$ cat src/rtl/rename_stall_ctrl.sv
// -----------------------------------------------------------------------------
// rename_stall_ctrl
//
// Issue-path scheduler in front of a 1-bit register renamer. It tracks how
// many writers to each architectural destination are still in flight, with
// separate GPR and FPR tables. When a new writer would need a rename name
// that is still in use, the issue handshake is withheld until a commit frees
// one.
//
// Ports:
//   clk_i, rst_ni             clock, asynchronous active-low reset
//   flush_i                   full pipeline flush, clears all tracking
//   flush_unissued_instr_i    kills the instruction currently offered
//   issue_valid_i/rd_i/rd_fpr_i  scoreboard issue offer
//   issue_valid_o             gated valid toward renamer / issue stage
//   issue_ack_i               issue stage accepts the instruction
//   issue_ack_o               gated ack back to the scoreboard
//   commit_valid_i/rd_i/fpr_i per-port destination retirement
//   stall_o                   offered instruction is being held
//   stall_cnt_o               saturating count of cycles spent STALLED
//   err_o                     sticky: retire seen on a register with count 0
// -----------------------------------------------------------------------------
module rename_stall_ctrl #(
  parameter int unsigned NR_COMMIT_PORTS = 2,
  parameter int unsigned MAX_INFLIGHT    = 2
) (
  input  logic                         clk_i,
  input  logic                         rst_ni,
  input  logic                         flush_i,
  input  logic                         flush_unissued_instr_i,
  input  logic                         issue_valid_i,
  input  logic [4:0]                   issue_rd_i,
  input  logic                         issue_rd_fpr_i,
  output logic                         issue_valid_o,
  input  logic                         issue_ack_i,
  output logic                         issue_ack_o,
  input  logic [NR_COMMIT_PORTS-1:0]   commit_valid_i,
  input  logic [5*NR_COMMIT_PORTS-1:0] commit_rd_i,
  input  logic [NR_COMMIT_PORTS-1:0]   commit_fpr_i,
  output logic                         stall_o,
  output logic [31:0]                  stall_cnt_o,
  output logic                         err_o
);

  localparam int unsigned CNT_W = $clog2(MAX_INFLIGHT + 1);
  localparam int unsigned DEC_W = $clog2(NR_COMMIT_PORTS + 1);
  // Room for count + one allocation without overflow before saturating.
  localparam int unsigned SUM_W = CNT_W + DEC_W + 1;
  localparam logic [CNT_W-1:0] CNT_MAX = CNT_W'(MAX_INFLIGHT);

  typedef enum logic [0:0] {
    RUN     = 1'b0,
    STALLED = 1'b1
  } state_e;

  logic [CNT_W-1:0] cnt_gpr_r [32];
  logic [CNT_W-1:0] cnt_fpr_r [32];
  logic [CNT_W-1:0] cnt_gpr_nxt_s [32];
  logic [CNT_W-1:0] cnt_fpr_nxt_s [32];
  logic [CNT_W-1:0] sel_cnt_s;
  logic             rd_is_x0_s;
  logic             full_s;
  logic             err_hit_s;
  state_e           state_r;
  logic [31:0]      stall_cnt_r;
  logic             err_r;

  // Number of commit ports retiring the given register in the given file.
  function automatic logic [DEC_W-1:0] retire_hits(
    input logic                         fpr,
    input logic [4:0]                   rd,
    input logic [NR_COMMIT_PORTS-1:0]   vld,
    input logic [5*NR_COMMIT_PORTS-1:0] rds,
    input logic [NR_COMMIT_PORTS-1:0]   fprs
  );
    logic [DEC_W-1:0] n;
    n = '0;
    for (int p = 0; p < int'(NR_COMMIT_PORTS); p++) begin
      if (vld[p] && (fprs[p] == fpr) && (rds[p*5 +: 5] == rd)) begin
        n = n + DEC_W'(1);
      end
    end
    return n;
  endfunction

  // Net update clamped to [0, MAX_INFLIGHT].
  function automatic logic [CNT_W-1:0] sat_update(
    input logic [CNT_W-1:0] cnt,
    input logic             inc,
    input logic [DEC_W-1:0] dec
  );
    logic [SUM_W-1:0] up;
    logic [SUM_W-1:0] dn;
    logic [CNT_W-1:0] res;
    up = SUM_W'(cnt) + SUM_W'(inc);
    dn = SUM_W'(dec);
    if (up <= dn) begin
      res = '0;
    end else if ((up - dn) >= SUM_W'(MAX_INFLIGHT)) begin
      res = CNT_MAX;
    end else begin
      res = CNT_W'(up - dn);
    end
    return res;
  endfunction

  // Stall decision uses only registered counts; same-cycle commits do not help.
  always_comb begin
    if (issue_rd_fpr_i) begin
      sel_cnt_s = cnt_fpr_r[issue_rd_i];
    end else begin
      sel_cnt_s = cnt_gpr_r[issue_rd_i];
    end
    rd_is_x0_s = !issue_rd_fpr_i && (issue_rd_i == 5'd0);
    full_s     = (sel_cnt_s == CNT_MAX) && !rd_is_x0_s;
  end

  assign issue_valid_o = issue_valid_i & ~full_s & ~flush_unissued_instr_i;
  assign issue_ack_o   = issue_ack_i & issue_valid_o;
  assign stall_o       = issue_valid_i & full_s & ~flush_unissued_instr_i;
  assign stall_cnt_o   = stall_cnt_r;
  assign err_o         = err_r;

  // Next value of every counter: allocation minus all retiring ports, saturated.
  always_comb begin
    err_hit_s = 1'b0;
    for (int i = 0; i < 32; i++) begin
      logic [DEC_W-1:0] dec_g;
      logic [DEC_W-1:0] dec_f;
      logic             inc_g;
      logic             inc_f;
      dec_g = retire_hits(1'b0, 5'(i), commit_valid_i, commit_rd_i, commit_fpr_i);
      dec_f = retire_hits(1'b1, 5'(i), commit_valid_i, commit_rd_i, commit_fpr_i);
      inc_g = issue_ack_o && !issue_rd_fpr_i && (issue_rd_i == 5'(i));
      inc_f = issue_ack_o &&  issue_rd_fpr_i && (issue_rd_i == 5'(i));
      // x0 is never renamed, so its count is pinned and its retires are ignored.
      if (i == 0) begin
        cnt_gpr_nxt_s[i] = '0;
      end else begin
        cnt_gpr_nxt_s[i] = sat_update(cnt_gpr_r[i], inc_g, dec_g);
        if ((dec_g != '0) && (cnt_gpr_r[i] == '0)) begin
          err_hit_s = 1'b1;
        end else begin
          err_hit_s = err_hit_s;
        end
      end
      cnt_fpr_nxt_s[i] = sat_update(cnt_fpr_r[i], inc_f, dec_f);
      if ((dec_f != '0) && (cnt_fpr_r[i] == '0)) begin
        err_hit_s = 1'b1;
      end else begin
        err_hit_s = err_hit_s;
      end
    end
  end

  // In-flight counter tables; a flush discards the cycle's allocates and retires.
  always_ff @(posedge clk_i or negedge rst_ni) begin
    if (!rst_ni) begin
      for (int i = 0; i < 32; i++) begin
        cnt_gpr_r[i] <= '0;
        cnt_fpr_r[i] <= '0;
      end
    end else if (flush_i) begin
      for (int i = 0; i < 32; i++) begin
        cnt_gpr_r[i] <= '0;
        cnt_fpr_r[i] <= '0;
      end
    end else begin
      for (int i = 0; i < 32; i++) begin
        cnt_gpr_r[i] <= cnt_gpr_nxt_s[i];
        cnt_fpr_r[i] <= cnt_fpr_nxt_s[i];
      end
    end
  end

  // RUN/STALLED tracker with its stall-cycle statistic and the sticky error.
  always_ff @(posedge clk_i or negedge rst_ni) begin
    if (!rst_ni) begin
      state_r     <= RUN;
      stall_cnt_r <= 32'd0;
      err_r       <= 1'b0;
    end else if (flush_i) begin
      state_r     <= RUN;
      stall_cnt_r <= stall_cnt_r;
      err_r       <= err_r;
    end else begin
      case (state_r)
        RUN:     state_r <= stall_o ? STALLED : RUN;
        STALLED: state_r <= stall_o ? STALLED : RUN;
        default: state_r <= RUN;
      endcase
      if ((state_r == STALLED) && (stall_cnt_r != 32'hFFFF_FFFF)) begin
        stall_cnt_r <= stall_cnt_r + 32'd1;
      end else begin
        stall_cnt_r <= stall_cnt_r;
      end
      err_r <= err_r | err_hit_s;
    end
  end

endmodule
$ cat config.mk
export PLATFORM = sky130hd
export DESIGN_NAME = rename_stall_ctrl
export DESIGN_NICKNAME = d
export VERILOG_FILES = /design/src/rtl/rename_stall_ctrl.sv
export SDC_FILE = /design/constraint.sdc
export NUM_CORES = 1
export LEC_CHECK = 0
export CAP_MARGIN = 20
export CORE_UTILIZATION = 69
export CTS_CLUSTER_SIZE = 30
export DETAILED_ROUTE_END_ITERATION = 6
export MAX_ROUTING_LAYER = met4
export PLACE_DENSITY_LB_ADDON = 0.25
export RECOVER_POWER = 100
export SKIP_LAST_GASP = 1
export SYNTH_ARGS = -nofsm -noshare
export SYNTH_HDL_FRONTEND = slang
export SYNTH_SLANG_ARGS = --single-unit
$ cat constraint.sdc
create_clock -name clk_i -period 7.6 [get_ports clk_i]
set_clock_uncertainty 0.15 [all_clocks]
set_input_delay 0.76 -clock clk_i [delete_from_list [all_inputs] [get_ports clk_i]]
set_output_delay 0.76 -clock clk_i [all_outputs]
set_load 0.03 [all_outputs]
==> results.cfg <==
[status]
outcome = finished with violations
violations = capacitance limit, slew limit

[clocking]
clockBufferDepth = 2
htreeDepth = 4
clkSlewWorstSetupHoldPaths_ns = 0.07
postCtsHoldBufs = 0
cts_resized = 0
postCtsSetupRepairBufs = 0
root_buffer = clkbuf_16
cts_tree = yes
cts_buffers = 17
cts_sinks = 160
clk_latency_ns = 0.46

[critical_path]
rrSetupSlack_ns = 2.21
worstSetupStartpointType = input pin
timing.rr.end = cnt_gpr_r[7]
arrival_ns = 5.52
worstPathRequired_ns = 6.69
reg2reg_depth = 13
path_class = input pin to output pin
cp-end-kind = output pin
cp_max_fo = 33
rr_startpoint = cnt_gpr_r[31]

[synthesis]
synth.cell_area_mm2 = 0.01905
yosysSeqAreaShare_pct = 21.02
synthFlopType = dfrtp_1
synthTopCellsByArea = ha_1 (25%), dfrtp_1 (21%), fa_1 (13%)
syn_avg_cell_area_um2 = 8.968
yosys.area.top_type = ha_1
synth-seq-cells = 160
synth_edf_count = 0
synthCells = 2124
synth_top_area_share_pct = 24.89
synth_cell_types = 62
ys_async_sr_fraction_pct = 100.0
synth_fp_nets = 2655
yosys_warnings = 0

[worst_hold_path]
min_from = stall_cnt_o[17]
hold_depth = 1
holdPathEnd = stall_cnt_o[17]
hold_class = flip-flop to flip-flop

[power]
p_leak_nw = 10.60
vdd_drop_max_mv = 0.1475
power.density_mw_per_mm2 = 101.4

[routing]
viasPerCell = 6.403
vias = 16100
drt_first_pass_iters = 7
drc = 0
wl_per_cell_um = 21.65
ant_nets = 0
wirelength_mm = 54.43
drtIter0Drc = 1390

[sta]
maxSlewHeadroom_pct = -270.6
maxSlewViolCount = 261
fmax_ghz = 0.1554
worstMarginPinSlew_ns = 5.559
fin_tns_setup_ns = 0
finalCriticalPeriod_ns = 6.434
rsz0062_at_grt = no
fin_crit_sh_pct = 84.66
setup_viol = 0
hold_ws_ns = 0.3319
hold_viol = 0

[place]
dp_hpwl_mm = 41.16
placed_area_mm2 = 0.01988
io_buffers = 61
gp_congestion = 1.033

[grt]
grt_pass1_wl_mm = 87.35
grt_pass1_vias = 16700
overflow = 0
grt_max_degree = 95
grt_use_total_pct = 41.86
antenna_found_initial = 1

[floorplan]
start_util_pct = 70.48
core_area_mm2 = 0.02703
fp.dieW_um = 168.2
die_y_um = 168.2
io_pins = 62
dieArea_mm2 = 0.02827
rows = 60

[layout]
num-fill-cells = 1932
area_growth_pct = 7.192
fin_nets = 2690
drive_gt1_share_pct = 3.407
post-route-util_pct = 75.55
fin_area_mm2 = 0.02042
final_cell_mix = inv_1 (446), ha_1 (379), nand2_1 (214)
final_common_cell = inv_1

[job]
cap_violations = 4
[kinds of logic after synthesis]
family / synth area share [%]
buf+inv: 10.42
xor+xnor: 1.425
simple gates: 20.05
compound gates: 5.570
mux: 3.383
fa+ha+maj: 38.14
flops: 21.02
[registers in the layout (all words and copies together) (netlist names)]
register     count
cnt_gpr_r       62
cnt_fpr_r       64
err_o            1
stall_cnt_o     32
state_r          1
[metal layers]
metal / global-route usage, % / routed length, um / vias to the layer above
met5: - / 0 / -
met1: 50.24 / 20850 / 7776
met3: 9.520 / 5447 / 263
met2: 64.42 / 24410 / 849
li1: - / - / 7208
met4: 25.69 / 3725 / 0
[how the worst max path moves through the flow]
stage	startpoint	to	slack, ns	depth (start not counted)
global route	rst_ni	stall_cnt_o[19]	0.99	1
CTS	issue_rd_i[2]	issue_ack_o	2.19	8
floorplan	issue_rd_i[0]	cnt_fpr_r[45]	3.23	15
global placement	issue_rd_i[2]	cnt_gpr_r[31]	1.90	14
finish	issue_rd_i[2]	issue_ack_o	1.17	8
detailed placement	issue_rd_i[2]	cnt_gpr_r[31]	1.66	14
[final cells by class]
type	count	area, um^2	area share [%]
Timing Repair Buffer	73	674.4	3.303
Sequential cell	160	4004	19.61
Multi-Input combinational cell	1461	13040	63.87
Tap cell	341	426.7	2.090
Clock buffer	17	425.4	2.083
Inverter	446	1674	8.199
Antenna cell	1	2.502	0.01226
Clock inverter	15	170.2	0.8334
[cells in the mapped netlist (3+ instances only)]
master / number
ha_1: 379
nor2b_1: 10
o211ai_1: 4
nor4b_1: 34
nand2_1: 213
and2_1: 6
mux4_1: 10
xnor2_1: 23
o31ai_1: 66
nor4_1: 56
mux2_2: 7
inv_1: 446
a2111oi_0: 32
or2_2: 3
nor2_1: 131
nor3b_1: 6
buf_6: 12
clkbuf_1: 36
nor3_2: 5
a22oi_1: 4
nand2b_1: 14
nand3_1: 54
mux4_2: 9
or3_1: 3
and3_1: 72
nor3_1: 128
buf_2: 5
mux2i_1: 10
dfrtp_1: 160
fa_1: 126
buf_1: 4
nand4_1: 15
xor2_1: 8
[stage by stage]
| stage | instances | setup WS [ns] | total power, mW |
|---|---|---|---|
| 6_report | 2514 | 1.166 | 2.071 |
| 5_1_grt | 2514 | 0.9946 | 2.116 |
| 4_1_cts | 2513 | 2.194 | 2.062 |
| 3_5_place_dp | 2481 | 1.663 | 1.155 |
| 3_3_place_gp | 2481 | 1.898 | 1.148 |
| 2_1_floorplan | 2124 | 3.225 | 1.042 |
[power breakdown]
group	leakage, nW	internal, mW	switching [mW]
Sequential	2.21	0.862	0.0137
Combinational	8.10	0.0850	0.184
Clock	0.291	0.470	0.456
Total	10.6	1.42	0.654
[worst max-delay path: stages]
cell	delay [ns]
dlygate4sd3_1	1.15
mux4_2	0.61
nor3b_1	0.17
o211ai_2	0.24
and4bb_4	0.31
nand2_1	0.94
a21oi_1	0.53
dlygate4sd3_1	0.79
No activity file was read; power rests on OpenSTA's default activity.
